--- src/rtl/fetch_aligner_pkg.sv ---
// Shared definitions for the fetch aligner and the compressed decoder checks.
// Halfword type, the full-length quadrant code and the compressed test.
package fetch_aligner_pkg;

  typedef logic [15:0] halfword_t;

  localparam logic [1:0] OPC_QUAD_FULL = 2'b11;

  function automatic logic is_compressed(input halfword_t hw);
    return hw[1:0] != OPC_QUAD_FULL;
  endfunction

endpackage

--- src/rtl/fetch_aligner_if.sv ---
// Fetch-side and decode-side handshake bundle of the fetch aligner.
// The slave modport is the aligner's view of the bundle.
interface fetch_aligner_if;

  logic        flush;
  logic [31:0] flush_pc;
  logic        fetch_valid;
  logic [31:0] fetch_rdata;
  logic        fetch_ready;
  logic        instr_valid;
  logic [31:0] instr;
  logic [31:0] instr_pc;
  logic        instr_compressed;
  logic        instr_ready;

  modport slave (
    input  flush, flush_pc, fetch_valid, fetch_rdata, instr_ready,
    output fetch_ready, instr_valid, instr, instr_pc, instr_compressed
  );

  modport master (
    output flush, flush_pc, fetch_valid, fetch_rdata, instr_ready,
    input  fetch_ready, instr_valid, instr, instr_pc, instr_compressed
  );

endinterface

--- src/rtl/fetch_aligner.sv ---
// Splits/joins 16-bit parcels of word-aligned fetch data into whole instructions.
// Up to four halfwords are buffered; slot 0 (buf_q[15:0]) is the oldest.
module fetch_aligner
  import fetch_aligner_pkg::*;
#(
  parameter logic [31:0] RESET_PC = 32'h0000_0000
) (
  input  logic            clk,
  input  logic            rst_n,
  fetch_aligner_if.slave  io
);

  logic [63:0] buf_q, buf_d;
  logic [2:0]  hw_cnt_q, hw_cnt_d;
  logic        skip_hw_q, skip_hw_d;
  logic [31:0] pc_q, pc_d;

  halfword_t   hw0, hw1;
  logic        comp;
  logic        complete;
  logic        instr_valid;
  logic        fetch_ready;
  logic        consume;
  logic        accept;
  logic [2:0]  n_cons;
  logic [2:0]  n_app;
  logic [2:0]  cnt_rem;
  logic [63:0] shifted;
  halfword_t   app_lo, app_hi;
  logic        unused_flush_pc_lsb;

  assign hw0  = buf_q[15:0];
  assign hw1  = buf_q[31:16];
  assign comp = is_compressed(hw0);

  assign complete    = (hw_cnt_q >= 3'd1) && (comp || (hw_cnt_q >= 3'd2));
  assign instr_valid = complete && !io.flush;
  // Registered-only ready: no path from instr_ready back to fetch_ready.
  assign fetch_ready = (hw_cnt_q <= 3'd2);

  assign consume = instr_valid && io.instr_ready;
  assign accept  = io.fetch_valid && fetch_ready && !io.flush;

  assign io.fetch_ready      = fetch_ready;
  assign io.instr_valid      = instr_valid;
  assign io.instr            = comp ? {16'h0000, hw0} : {hw1, hw0};
  assign io.instr_pc         = pc_q;
  assign io.instr_compressed = (hw_cnt_q >= 3'd1) && comp;

  assign unused_flush_pc_lsb = io.flush_pc[0];

  always_comb begin
    n_cons  = 3'd0;
    shifted = buf_q;
    if (consume) begin
      if (comp) begin
        n_cons  = 3'd1;
        shifted = {16'h0000, buf_q[63:16]};
      end else begin
        n_cons  = 3'd2;
        shifted = {32'h0000_0000, buf_q[63:32]};
      end
    end
    cnt_rem = hw_cnt_q - n_cons;

    // A skipped low halfword means the upper one is the only new parcel.
    app_lo = skip_hw_q ? io.fetch_rdata[31:16] : io.fetch_rdata[15:0];
    app_hi = io.fetch_rdata[31:16];
    n_app  = accept ? (skip_hw_q ? 3'd1 : 3'd2) : 3'd0;

    buf_d = shifted;
    for (int i = 0; i < 4; i++) begin
      if (accept && (3'(i) == cnt_rem)) begin
        buf_d[16*i +: 16] = app_lo;
      end else if (accept && !skip_hw_q && (3'(i) == cnt_rem + 3'd1)) begin
        buf_d[16*i +: 16] = app_hi;
      end
    end

    hw_cnt_d  = cnt_rem + n_app;
    skip_hw_d = accept ? 1'b0 : skip_hw_q;
    pc_d      = pc_q + {28'h0, n_cons, 1'b0};

    if (io.flush) begin
      buf_d     = '0;
      hw_cnt_d  = 3'd0;
      skip_hw_d = io.flush_pc[1];
      pc_d      = {io.flush_pc[31:1], 1'b0};
    end
  end

  always_ff @(posedge clk or negedge rst_n) begin
    if (!rst_n) begin
      buf_q     <= '0;
      hw_cnt_q  <= 3'd0;
      skip_hw_q <= RESET_PC[1];
      pc_q      <= {RESET_PC[31:1], 1'b0};
    end else begin
      buf_q     <= buf_d;
      hw_cnt_q  <= hw_cnt_d;
      skip_hw_q <= skip_hw_d;
      pc_q      <= pc_d;
    end
  end

endmodule
--- src/flat_wrapper.sv ---
// flat-port wrapper written by rule: the top's interface ports become plain ports
module fetch_aligner_flat import fetch_aligner_pkg::*;
#(
  parameter logic [31:0] RESET_PC = 32'h0000_0000
)
  (clk, rst_n, io_flush, io_flush_pc, io_fetch_valid, io_fetch_rdata, io_instr_ready, io_fetch_ready, io_instr_valid, io_instr, io_instr_pc, io_instr_compressed);
  fetch_aligner_if io_i ();
  input  logic clk;
  input  logic rst_n;
  input wire logic [$bits(io_i.flush)-1:0] io_flush;
  input wire logic [$bits(io_i.flush_pc)-1:0] io_flush_pc;
  input wire logic [$bits(io_i.fetch_valid)-1:0] io_fetch_valid;
  input wire logic [$bits(io_i.fetch_rdata)-1:0] io_fetch_rdata;
  input wire logic [$bits(io_i.instr_ready)-1:0] io_instr_ready;
  output wire logic [$bits(io_i.fetch_ready)-1:0] io_fetch_ready;
  output wire logic [$bits(io_i.instr_valid)-1:0] io_instr_valid;
  output wire logic [$bits(io_i.instr)-1:0] io_instr;
  output wire logic [$bits(io_i.instr_pc)-1:0] io_instr_pc;
  output wire logic [$bits(io_i.instr_compressed)-1:0] io_instr_compressed;
  assign io_i.flush = io_flush;
  assign io_i.flush_pc = io_flush_pc;
  assign io_i.fetch_valid = io_fetch_valid;
  assign io_i.fetch_rdata = io_fetch_rdata;
  assign io_i.instr_ready = io_instr_ready;
  assign io_fetch_ready = io_i.fetch_ready;
  assign io_instr_valid = io_i.instr_valid;
  assign io_instr = io_i.instr;
  assign io_instr_pc = io_i.instr_pc;
  assign io_instr_compressed = io_i.instr_compressed;
  fetch_aligner #(.RESET_PC(RESET_PC)) u_core (.clk(clk), .rst_n(rst_n), .io(io_i));
endmodule
--- config.mk ---
export PLATFORM = sky130hd
export DESIGN_NAME = fetch_aligner_flat
export DESIGN_NICKNAME = d
export VERILOG_FILES = /design/src/rtl/fetch_aligner_pkg.sv /design/src/rtl/fetch_aligner_if.sv /design/src/rtl/fetch_aligner.sv /design/src/flat_wrapper.sv
export SDC_FILE = /design/constraint.sdc
export NUM_CORES = 1
export LEC_CHECK = 0
export BUFFER_PORTS_ARGS = -buffer_cell sky130_fd_sc_hd__buf_2
export CAP_MARGIN = 20
export CORE_ASPECT_RATIO = 1.2
export CORE_UTILIZATION = 50
export DETAILED_ROUTE_END_ITERATION = 16
export PLACE_DENSITY = 0.78
export SETUP_SLACK_MARGIN = 0.4
export SYNTH_ARGS = -nofsm -noshare
export SYNTH_HDL_FRONTEND = slang
export SYNTH_SLANG_ARGS = --single-unit
--- constraint.sdc ---
create_clock -name clk -period 11.15 [get_ports clk]
set_input_delay 0.5575 -clock clk [delete_from_list [all_inputs] [get_ports clk]]
set_output_delay 0.5575 -clock clk [all_outputs]
set_load 0.05 [all_outputs]
-- After elaboration in Yosys (flattened, before gate mapping)
Index checks and enable logic that the tools add are counted.
- logic and storage cells: 67
- flip-flop bits (word level): 100
- output and inout bits: 67
- $add $sub $neg: 4
- $lt $le $gt $ge: 3
- multiplexer cells: 21
- reductions and logical operators: 25
- equal/unequal tests: 7
- operators with widths (kind ; count):
    $mux 16 ; 9
    $mux 64 ; 2
    $mux 32 ; 2
    $mux 48 ; 1
    $add 32x3->32 ; 1
    $reduce_bool 4->1 ; 4
    $logic_and 1x1->1 ; 15
    $eq 2x3->1 const A ; 4
    $eq 1x3->1 const A ; 2
    $logic_not 3->1 ; 2
    $mux 2 ; 3
    $mux 3 ; 2
    $add 3x1->3 const B ; 1
    $add 3x3->3 ; 1
    $ge 3x1->1 const B ; 1
    $ge 3x2->1 const B ; 1
    $le 3x2->1 const B ; 1
    $sub 3x2->3 ; 1
    $logic_not 1->1 ; 2
    $mux 1 ; 2
    $ne 2x2->1 const B ; 1
    $reduce_bool 2->1 ; 1
    $logic_or 1x1->1 ; 1

-- Longest topological paths before layout
- depth after elaboration: 13
- mapped depth: 18

-- Least setup slack after synthesis
OpenSTA, ideal clock, no wires.
- path kind: flip-flop to flip-flop
- start point: register u_core.hw_cnt_q[2]
- end point: register u_core.buf_q[36]
- data arrival time: 4.111 ns
- stages on the path, launching flop included: 19
- path slack: 6.928 ns
- clock period less this slack: 4.222 ns
- cells stage by stage: dfrtp_1 buf_2 or2_1 clkbuf_1 o211ai_2 clkbuf_1 a21oi_1 ha_1 inv_1 fa_1 clkbuf_1 nor2b_1 ha_1 nor4b_2 o211ai_1 and2_1 buf_2 buf_6 o41ai_1
- word-level cells in the longest chain between the ends: 13
- elaborated cells between the ends (all ways): 21
- classes of those cells: 2 x add/sub; 3 x order compare; 2 x eq/ne; 4 x mux; 10 x reduce/logical
- ends and longest elaborated chain (element ; RTL line ; RTL):
    start, declared ; fetch_aligner.sv:14 ; logic [2:0] hw_cnt_q, hw_cnt_d;
    start signal, assigned ; fetch_aligner.sv:100 ; hw_cnt_q <= hw_cnt_d;
    $ge 3x2->1 ; fetch_aligner.sv:36 ; assign complete = (hw_cnt_q >= 3'd1) && (comp || (hw_cnt_q >= 3'd2));
    $logic_or 1x1->1 ; fetch_aligner.sv:36 ;
    $logic_and 1x1->1 ; fetch_aligner.sv:36 ;
    $logic_and 1x1->1 ; fetch_aligner.sv:37 ; assign instr_valid = complete && !io.flush;
    $logic_and 1x1->1 ; fetch_aligner.sv:41 ; assign consume = instr_valid && io.instr_ready;
    $mux 2 ; fetch_aligner.sv:55 ; if (consume) begin
    $sub 3x2->3 ; fetch_aligner.sv:64 ; cnt_rem = hw_cnt_q - n_cons;
    $add 3x1->3 ; fetch_aligner.sv:75 ; end else if (accept && !skip_hw_q && (3'(i) == cnt_rem + 3'd1)) begin
    $eq 2x3->1 ; fetch_aligner.sv:75 ;
    $logic_and 1x1->1 ; fetch_aligner.sv:75 ;
    $mux 16 ; fetch_aligner.sv:75 ;
    $mux 16 ; fetch_aligner.sv:73 ; if (accept && (3'(i) == cnt_rem)) begin
    $mux 64 ; fetch_aligner.sv:84 ; if (io.flush) begin
    end signal, assigned ; fetch_aligner.sv:99 ; buf_q <= buf_d;
    end, declared ; fetch_aligner.sv:13 ; logic [63:0] buf_q, buf_d;
Several ways; a longest one is shown, not always the timed one.
A chain may end at the register's enable or synchronous reset.

-- Worst setup path after layout
- start point: register u_core.buf_q[1]
- end point: register u_core.buf_q[3]
- word-level cells in the longest chain between the ends: 13
- elaborated cells between the ends (all ways): 19
- classes of those cells: 2 x add/sub; 1 x eq/ne; 7 x mux; 9 x reduce/logical
- ends and longest elaborated chain (element ; RTL line ; RTL):
    $ne 2x2->1 (*) ; fetch_aligner_pkg.sv:10 ; return hw[1:0] != OPC_QUAD_FULL;
    $logic_or 1x1->1 ; fetch_aligner.sv:36 ;
    $logic_and 1x1->1 ; fetch_aligner.sv:36 ;
    $logic_and 1x1->1 ; fetch_aligner.sv:37 ;
    $logic_and 1x1->1 ; fetch_aligner.sv:41 ;
    $mux 2 ; fetch_aligner.sv:55 ;
    $sub 3x2->3 ; fetch_aligner.sv:64 ;
    $add 3x1->3 ; fetch_aligner.sv:75 ;
    $logic_not 3->1 ; fetch_aligner.sv:75 ;
    $logic_and 1x1->1 ; fetch_aligner.sv:75 ;
    $mux 16 ; fetch_aligner.sv:75 ;
    $mux 16 ; fetch_aligner.sv:73 ;
    $mux 64 ; fetch_aligner.sv:84 ;
Mark *: on every way between the ends. The rest lies on a longest branch, timed or not. The select of a mux whose other input is x is not followed.

==> summary.md <==
| Metric | Value |
|---|---|
| Placer Congestion | 0.861 |
| Final hold slack | 0.182 ns |
| Fin. Hold Viols | 0 |
| Max-Cap Viols | 0 |
| Synth Area in XOR/XNOR | 0.0171 |
| Clk_lat worst skew | between 0.3 and 0.4 ns |
| Boundary Pins | 136 |
| Worst setup margin | around 5.4 ns |
| Place WS | about 5.6 ns |
| Synth cell count leaders | 99 x dfrtp_1, 46 x nor2_1, 45 x clkbuf_1 |
| Die width | about 110 um |
| Tot Pwr | 1.70 mW |
| Num rows | 45 |
| Clk_skew | around 0.012 ns |
| Layout fillers | about 1100 |
| Worst min-delay path category | in2async |
| Fraction of layout cells with a size suffix above 1 | 0.239 |
| Cells after synthesis | about 700 |
| Starting Density | 0.518 |
| Final HPWL DP | about 13000 um |
| TritonCTS clock tree | done |
| Worst setup EP type | register |
| Vias per inst | around 6.9 |
| Die Span Y | between 100 and 150 um |
| Layout Nets | 871 |
| Fin. max-slew vios | 0 |
| Top post-synthesis cells by area | dfrtp_1 37%, mux2i_1 6.6%, a22o_1 3.4%, o22ai_1 2.9%, nand3_1 2.7% |
| Top-area cell type share of the netlist area | 0.372 |
| Actual slew at the worst max-slew pin | ~1.1 ns |
| Count of different cell masters after synthesis | between 60 and 70 |
| Port-buffer cells | around 130 |
| Hold bufs inserted after CTS | 0 |
| Initial antenna violation count | 0 |
| Max incr delay on CP | approximately 0.89 ns |
| Yosys reg bits | 99 |
| Power density cells | 226 mW/mm^2 |
| FMAX | 175 MHz |
| Largest family of logic cells by synthesized area | compound AO/OA/AOI/OAI gates |
| CP Class | reg2reg |
| WL/cell | between 20 and 25 um |
| Largest net degree at the start of global routing | 60 |
| Largest area contributor in the netlist | dfrtp_1 |
| Peak supply drop | about 0.11 mV |
| Clk sink count | 99 |
| TNS Setup | 0 ns |
| Leak | roughly 3.6 nW |
| Asr flop ratio synth | 1.00 |
| H-tree depth | 3 |
| Syn nets | 798 |
| Total routing usage reported by global routing | 0.309 |
| Required @ worst endpoint | between 10 and 15 ns |
| Sequential area share after synthesis | 0.372 |
| CTS Buf Count | 9 |
| Vias | between 6000 and 7000 |
| CTS root buf | clkbuf_16 |
| Syn Area/Cell | slightly above 9 sq um |
| Die area | 0.0138 sq mm |
| Core area | ~0.013 sq mm |
| RSZ-0062 raised after global routing | no |
| Worst setup SP type | register |
| Top_reg_cell synth | dfrtp_1 |
| CP dominant cell by count | ha_1 |
| GRT Residual Overflow | 0 |
| Clk slew on worst S/H paths | around 0.07 ns |
| Crit-path slowest cell | o211ai_2 |
| Post-route DRC | 0 |
| DR pass1 iterations | 6 |
| Minimum clock period | approximately 5.7 ns |
| Critical Path Fanout Max | 21 |
| Antenna diodes | 0 |
| Antenna viol nets, final | 0 |
| Simple-gate share of the synthesized area | 0.184 |
| Relative slew slack | 0.291 |
| Routed WL | between 20000 and 25000 um |
| Post-CTS sizing | 0 |
| Detailed Route Iter0 Violations | 725 |
| Crit path arrival time | around 6 ns |
| Adder-Cell Fraction of Synth Area | 0.0184 |
| Ys Warns | 0 |
| Mapped cell area | 0.00666 sq mm |
| Post-CTS setup buffer count | 0 |
| Vias in the first global route | about 6700 |
| Multiplexer share of the synthesized area | 0.0933 |
| Number of synthesized flops with an enable pin | 0 |
| Tcrit/Tclk final | 0.511 |
| Layout Area Growth over Synthesis | 13.3% |
| Count leader, synth | dfrtp_1 |
| Synth Area in Compound Gates | 0.245 |
| Final setup viols | 0 |
| First-pass GRT wire length | 33300 um |
| CTS max path bufs | 2 |
| Critical Path, Cell by Cell | a21boi_0 -> o211ai_2 -> a21oi_1 -> ha_1 -> inv_1 -> fa_1 -> nor2b_1 -> ha_1 -> and4bb_2 -> nand3_1 -> or3_1 -> a32o_1 |
| Status | finished clean |
==> cells by family after synthesis <==
logic type                 Yosys count
DFF                                 99
buffers and inverters               95
muxes                               60
AOI/OAI and AO/OA                  217
adders and majority gates            8
other                                1
xor gates and xnor gates            13
and+or+nand+nor                    228
==> worst max-delay path, delay by kind of cell (launching register included) <==
family | cells | cell delay [ns]
and+or+nand+nor | 4 | 1.83
AOI/OAI and AO/OA | 4 | 1.67
adders and majority gates | 3 | 1.15
DFF | 1 | 0.87
buffers and inverters | 1 | 0.07
==> metal layers <==
metal	wire length [um]	global-route usage	vias up
li1	-	-	2898
met1	8030	0.374	3187
met2	9850	0.496	433
met3	2130	0.0684	89
met4	1060	0.205	0
met5	0	0	-
==> through the flow <==
stage,cells,util,instance area (sq um)
final,963,0.588,7540
after global routing,963,0.588,7540
after global placement,945,0.560,7190
after detailed placement,946,0.562,7220
after CTS,962,0.585,7510
after floorplan,721,-,6660
==> path summary, 6_finish.rpt <==
check	start	to	slack, ns	cells past startpoint
max	u_core.buf_q[1]$_DFFE_PN0P_	u_core.buf_q[3]$_DFFE_PN0P_	5.45	12
min	rst_n	u_core.buf_q[9]$_DFFE_PN0P_	0.18	1
max reg2reg	u_core.buf_q[1]$_DFFE_PN0P_	u_core.buf_q[3]$_DFFE_PN0P_	5.45	12
min reg2reg	u_core.buf_q[4]$_DFFE_PN0P_	u_core.buf_q[4]$_DFFE_PN0P_	0.50	1
max in group asynchronous	rst_n	u_core.buf_q[43]$_DFFE_PN0P_	9.78	2
min in group clk	io_flush_pc[14]	u_core.io.instr_pc[14]$_DFF_PN0_	0.40	3
==> registers in the layout (all words and copies together), names as in the netlist <==
name / count
u_core.skip_hw_q: 1
u_core.io.instr_pc: 31
u_core.buf_q: 64
u_core.hw_cnt_q: 3
==> layout by cell type (no fill, tap or decap), types with 3 or more instances in the layout <==
master	n
xnor2_1	3
o31ai_1	12
nor2b_1	11
and3_1	26
nand2_1	33
a22o_1	26
nand4_1	10
o41ai_1	15
mux2i_1	44
buf_4	11
o211ai_1	6
a221o_1	16
ha_1	5
clkbuf_16	9
a31oi_1	15
a211oi_1	16
a2bb2oi_1	16
nor4_1	3
fa_1	3
or3_1	7
and2_1	7
o22ai_1	31
nor2_1	46
dfrtp_1	99
clkinvlp_4	3
nand3_1	36
mux2_2	16
buf_2	132
o21a_1	3
o21ai_0	24
a21oi_1	19
a32o_1	6
inv_1	12
or4_1	13
xor2_1	10
nor3_1	18
==> area by class of cell <==
class                      instances  area, sq um  area share
clock buffer                      10          229      0.0304
multi-input combinational        527         3720       0.493
clock inverter                     6         66.3     0.00879
timing repair buffer             145          798       0.106
sequential                        99         2480       0.328
inverter                          12         45.0     0.00597
tap                              164          205      0.0272
==> power breakdown <==
| group | internal [mW] | leakage, nW | switching (mW) |
|---|---|---|---|
| Clock | 0.174 | 0.135 | 0.146 |
| Combinational | 0.274 | 2.16 | 0.576 |
| Sequential | 0.438 | 1.29 | 0.0952 |
No activity file was read; power rests on OpenSTA's default activity.
